File: src/rtl/program_sequencer_if.sv
// Control strobes from the decoder and the program address bus
// of the program sequencer.
interface program_sequencer_if #(
  parameter int ADDR_W      = 6,
  parameter int STACK_DEPTH = 4,
  localparam int DW         = $clog2(STACK_DEPTH + 1)
);
  logic              stall;
  logic              jump;
  logic              call;
  logic              ret;
  logic              clear_err;
  logic [ADDR_W-1:0] addr_in;
  logic [ADDR_W-1:0] addr_out;
  logic [DW-1:0]     stack_depth;
  logic              overflow;
  logic              underflow;

  modport master (
    output stall, jump, call, ret, clear_err, addr_in,
    input  addr_out, stack_depth, overflow, underflow
  );

  modport slave (
    input  stall, jump, call, ret, clear_err, addr_in,
    output addr_out, stack_depth, overflow, underflow
  );
endinterface

File: src/rtl/program_sequencer.sv
// Program counter with a circular hardware return-address stack,
// call/return, stall and sticky stack error flags.
module program_sequencer #(
  parameter int                ADDR_W      = 6,
  parameter int                STACK_DEPTH = 4,
  parameter logic [ADDR_W-1:0] RESET_ADDR  = '0,
  localparam int               DW          = $clog2(STACK_DEPTH + 1),
  localparam int               PW          = (STACK_DEPTH > 1) ?
                                             $clog2(STACK_DEPTH) : 1
) (
  input  logic                  clk,
  input  logic                  rst,
  program_sequencer_if.slave    bus
);

  logic [ADDR_W-1:0] mem [STACK_DEPTH];
  logic [ADDR_W-1:0] pc;
  logic [DW-1:0]     depth;
  logic [PW-1:0]     ptr;
  logic [PW-1:0]     ptr_inc;
  logic [PW-1:0]     ptr_dec;
  logic [ADDR_W-1:0] pc_inc;
  logic              ovf;
  logic              unf;
  logic              full;
  logic              empty;
  logic              do_push;

  // ptr is the next free slot; the top entry sits just below it
  always_comb begin
    pc_inc  = pc + 1'b1;
    full    = (depth == DW'(STACK_DEPTH));
    empty   = (depth == '0);
    ptr_inc = (ptr == PW'(STACK_DEPTH - 1)) ? '0 : ptr + 1'b1;
    ptr_dec = (ptr == '0) ? PW'(STACK_DEPTH - 1) : ptr - 1'b1;
    do_push = !bus.stall && !bus.ret && bus.call;
  end

  // Pushing while full overwrites the oldest entry in place
  always_ff @(posedge clk) begin
    if (do_push) begin
      mem[ptr] <= pc_inc;
    end
  end

  always_ff @(posedge clk or posedge rst) begin
    if (rst) begin
      pc    <= RESET_ADDR;
      depth <= '0;
      ptr   <= '0;
      ovf   <= 1'b0;
      unf   <= 1'b0;
    end else begin
      if (bus.clear_err) begin
        ovf <= 1'b0;
        unf <= 1'b0;
      end
      if (bus.stall) begin
        pc <= pc;
      end else if (bus.ret) begin
        if (empty) begin
          pc  <= pc_inc;
          unf <= 1'b1;
        end else begin
          pc    <= mem[ptr_dec];
          depth <= depth - 1'b1;
          ptr   <= ptr_dec;
        end
      end else if (bus.call) begin
        pc  <= bus.addr_in;
        ptr <= ptr_inc;
        if (full) begin
          ovf <= 1'b1;
        end else begin
          depth <= depth + 1'b1;
        end
      end else if (bus.jump) begin
        pc <= bus.addr_in;
      end else begin
        pc <= pc_inc;
      end
    end
  end

  assign bus.addr_out    = pc;
  assign bus.stack_depth = depth;
  assign bus.overflow    = ovf;
  assign bus.underflow   = unf;

endmodule

File: src/flat_wrapper.sv
// flat-port wrapper written by rule: the top's interface ports become plain ports
module program_sequencer_flat 
#(
  parameter int                ADDR_W      = 6,
  parameter int                STACK_DEPTH = 4,
  parameter logic [ADDR_W-1:0] RESET_ADDR  = '0,
  localparam int               DW          = $clog2(STACK_DEPTH + 1),
  localparam int               PW          = (STACK_DEPTH > 1) ?
                                             $clog2(STACK_DEPTH) : 1
)
  (clk, rst, bus_stall, bus_jump, bus_call, bus_ret, bus_clear_err, bus_addr_in, bus_addr_out, bus_stack_depth, bus_overflow, bus_underflow);
  program_sequencer_if #(.ADDR_W(ADDR_W), .STACK_DEPTH(STACK_DEPTH)) bus_i ();
  input  logic clk;
  input  logic rst;
  input wire logic [$bits(bus_i.stall)-1:0] bus_stall;
  input wire logic [$bits(bus_i.jump)-1:0] bus_jump;
  input wire logic [$bits(bus_i.call)-1:0] bus_call;
  input wire logic [$bits(bus_i.ret)-1:0] bus_ret;
  input wire logic [$bits(bus_i.clear_err)-1:0] bus_clear_err;
  input wire logic [$bits(bus_i.addr_in)-1:0] bus_addr_in;
  output wire logic [$bits(bus_i.addr_out)-1:0] bus_addr_out;
  output wire logic [$bits(bus_i.stack_depth)-1:0] bus_stack_depth;
  output wire logic [$bits(bus_i.overflow)-1:0] bus_overflow;
  output wire logic [$bits(bus_i.underflow)-1:0] bus_underflow;
  assign bus_i.stall = bus_stall;
  assign bus_i.jump = bus_jump;
  assign bus_i.call = bus_call;
  assign bus_i.ret = bus_ret;
  assign bus_i.clear_err = bus_clear_err;
  assign bus_i.addr_in = bus_addr_in;
  assign bus_addr_out = bus_i.addr_out;
  assign bus_stack_depth = bus_i.stack_depth;
  assign bus_overflow = bus_i.overflow;
  assign bus_underflow = bus_i.underflow;
  program_sequencer #(.ADDR_W(ADDR_W), .STACK_DEPTH(STACK_DEPTH), .RESET_ADDR(RESET_ADDR)) u_core (.clk(clk), .rst(rst), .bus(bus_i));
endmodule
File: config.mk
export PLATFORM = sky130hd
export DESIGN_NAME = program_sequencer_flat
export DESIGN_NICKNAME = d
export VERILOG_FILES = /design/src/rtl/program_sequencer_if.sv /design/src/rtl/program_sequencer.sv /design/src/flat_wrapper.sv
export SDC_FILE = /design/constraint.sdc
export NUM_CORES = 1
export LEC_CHECK = 0
export CAP_MARGIN = 20
export CORE_ASPECT_RATIO = 0.9
export CORE_MARGIN = 3
export CORE_UTILIZATION = 49
export CTS_BUF_LIST = sky130_fd_sc_hd__clkbuf_8 sky130_fd_sc_hd__clkbuf_16
export CTS_CLUSTER_SIZE = 24
export DETAILED_ROUTE_END_ITERATION = 12
export PLACE_DENSITY = 0.75
export SYNTH_ARGS = -nofsm -noshare
export SYNTH_HDL_FRONTEND = slang
export SYNTH_SLANG_ARGS = --single-unit
File: constraint.sdc
create_clock -name clk -period 2.06 [get_ports clk]
set_clock_uncertainty 0.2 [all_clocks]
set_input_delay 0.412 -clock clk [delete_from_list [all_inputs] [get_ports clk]]
set_output_delay 0.412 -clock clk [all_outputs]
set_load 0.1 [all_outputs]
==> run metrics <==
status=finished with violations; failing checks=negative setup slack; DR vias/cell=5.78; vias in the first global route=1,355; syn_nets=161; EDFF count, synth=24; Period minus WS final=2090 ps; final-report setup violation count=1; library cells used by synthesis=46; Starting Density=0.532; Synth Area in Compound Gates=0.124; filler cell count=234; crit start category=register; Yosys reg bits=37; Die Ht=64.5 um; nets=213; kind of critical path=reg2reg; FMAX=0.478 GHz; ant diodes=0; IO Pins=24; Clock transition at path regs=80 ps; Horiz. Die Dim=71.0 um; RSZ-0062 raised after global routing=true; fraction of the yosys area taken by sequential cells=0.561; number of routed nets with antenna violations=0; Pwr Total=3.96 mW; main combinational cell family by area after synthesis=compound AO/OA/AOI/OAI gates; Ys Warns=0; syn avg cell area=13.1 um^2; Placed Area=0.00239 mm^2; largest net degree at the start of global routing=15; initial antenna violation count=0; crit path cell chain=inv_2, ha_4, nor2b_4, buf_4, mux4_1, a21oi_1, a22oi_1; first drt pass iteration count=4; worst hold path type=in2async; post-detail-place hpwl=3070 um; clk buf depth=2; core outline area=0.00350 mm^2; Crit Path Max Fanout=7; drt drc=0; final setup margin=-31.6 ps; cts hold-fix bufs=0; post-layout util=0.727; Crit path required time=2040 ps; global-route wire length before repair=7030 um; P_leak=1.02 nW; post-route cell area=0.00255 mm^2; worst slew pin tran=614 ps; final hold viol count=0; hold_ws=253 ps; # rows=20; Syn-to-layout area delta=36.7%; drt initial violations=176; Peak VDD IR=854 uV; P per Cell Area=1560 mW/mm^2; synthesized cell area=0.00186 mm^2; Routed WL=4230 um; period utilisation layout=1.02; final non-filler cell total=239; Synth async-reset ratio=0.351; Syn Inst Count=142; global route overflow=0; Worst slew margin=0.588; Port Buffers=23; clock sink count=37; multiplexer share of the synthesized area=0.0880; Routability Congestion=0.913; H-Tree Depth=2; Synth Area in Simple Gates=0.109; layout cells sized above 1=0.349; total clock buffers created by CTS=5; post-synthesis xor/xnor area fraction=0.0235; fin. max-slew vios=0; Max stage delay on crit path=560 ps; Die Area=0.00458 mm^2; WL per Instance=17.7 um; crit path DAT=2070 ps; Crit. End Element=register; Clk Latency, worst-skew pair=300 ps; Inst Count DP=225; root buf cell=clkbuf_8; CTS tree=yes; gr usage total=0.205; Main synth FF type=edfxtp_1; adder-cell share of the synthesized area=0.0443; CP max stage cell=mux4_1; Max-Cap Viols=0; total number of vias=1,382
## sequential cells by signal, summed over array words and instances, names as in the netlist
name	count
u_core.bus.stack_depth	3
u_core.ptr	2
u_core.bus.overflow	1
u_core.bus.addr_out	6
u_core.mem	24
u_core.bus.underflow	1
## cells by family (layout without fill, tap and decap cells)
group                    Yosys count  after routing
multiplexers                       7              7
AO/OA/AOI/OAI                     34             34
buffers and inverters             17             70
AND/OR/NAND/NOR                   36             36
flip-flops                        37             37
XOR/XNOR                           5              5
adder cells (fa/ha/maj)            6              6
## where the power goes
group          internal, mW  total, mW  switching, mW
combinational         0.951       2.20           1.25
sequential             1.03       1.24          0.207
clock                 0.240      0.522          0.282
total                  2.22       3.96           1.74
## cell usage after synthesis (3+ instances only)
cell type	number	share of area
dfrtp_1	13	0.17
and2_1	4	0.013
nor2_1	10	0.020
xor2_1	3	0.014
nor3_1	3	0.0081
a22oi_1	4	0.016
edfxtp_1	24	0.39
nand2_1	5	0.010
ha_1	5	0.034
a21oi_1	3	0.0081
o21ai_0	10	0.027
mux4_1	5	0.071
inv_1	12	0.024
o22ai_1	3	0.010
## cell usage in the layout (no fill, tap or decap), types with 4 or more instances in the layout
master and instances:
dfrtp_2 7, buf_12 12, nand2_1 5, nor2_1 10, buf_4 26, clkdlybuf4s50_1 12
ha_1 4, edfxtp_1 24, clkbuf_8 5, dfrtp_1 6, inv_1 10, and2_1 4
o21ai_0 10
## metal layers
layer	wire length, um	vias to the layer above	GRT usage
li1	-	640	-
met1	1690	672	0.267
met2	2040	62	0.323
met3	443	8	0.0713
met4	52	0	0.0634
met5	0	-	0
## final timing paths
kind / startpoint / end / slack, ps / cells past startpoint
max in group asynchronous: rst / u_core.bus.addr_out[2]$_DFFE_PP0N_ / 1010 / 2
worst max-delay path: u_core.ptr[1]$_DFFE_PP0P_ / u_core.bus.addr_out[4]$_DFFE_PP0N_ / -30 / 7
worst min register to register: u_core.bus.overflow$_DFF_PP0_ / u_core.bus.overflow$_DFF_PP0_ / 380 / 2
worst max register to register: u_core.ptr[1]$_DFFE_PP0P_ / u_core.bus.addr_out[4]$_DFFE_PP0N_ / -30 / 7
min in group clk: u_core.bus.overflow$_DFF_PP0_ / u_core.bus.overflow$_DFF_PP0_ / 380 / 2
worst min-delay path: rst / u_core.bus.overflow$_DFF_PP0_ / 250 / 2
## metrics by stage
step           setup WS (ps)  TNS [ps]
2_1_floorplan           20.6         0
3_3_place_gp            -182      -842
3_5_place_dp            -243     -1650
4_1_cts                -18.2     -33.2
5_1_grt                 -113      -453
6_report               -31.6     -31.6
## cell type report
cell class	instances	area [um^2]	area share
multi-input combinational	88	744	0.292
inverter	12	45.0	0.0177
timing repair buffer	50	556	0.218
tap	44	55.1	0.0216
clock buffer	5	68.8	0.0270
clock inverter	3	22.5	0.00885
sequential	37	1050	0.414
## critical path, delay by kind of cell, from the launching register on
| family | cells | cell delay [ps] |
|---|---|---|
| flip-flops | 1 | 370 |
| multiplexers | 1 | 560 |
| AO/OA/AOI/OAI | 2 | 240 |
| adder cells (fa/ha/maj) | 1 | 160 |
| buffers and inverters | 2 | 220 |
| AND/OR/NAND/NOR | 1 | 220 |
## repair_timing
| item | CTS | global route |
|---|---|---|
| gates resized for setup | 3 | 5 |
| setup endpoints to repair | 4 | 8 |
| hold endpoints to repair | 0 | 0 |
| pin swaps | 0 | 0 |
| buffers inserted | 1 | 5 |
Note: power is estimated with default switching activity, not from simulation.
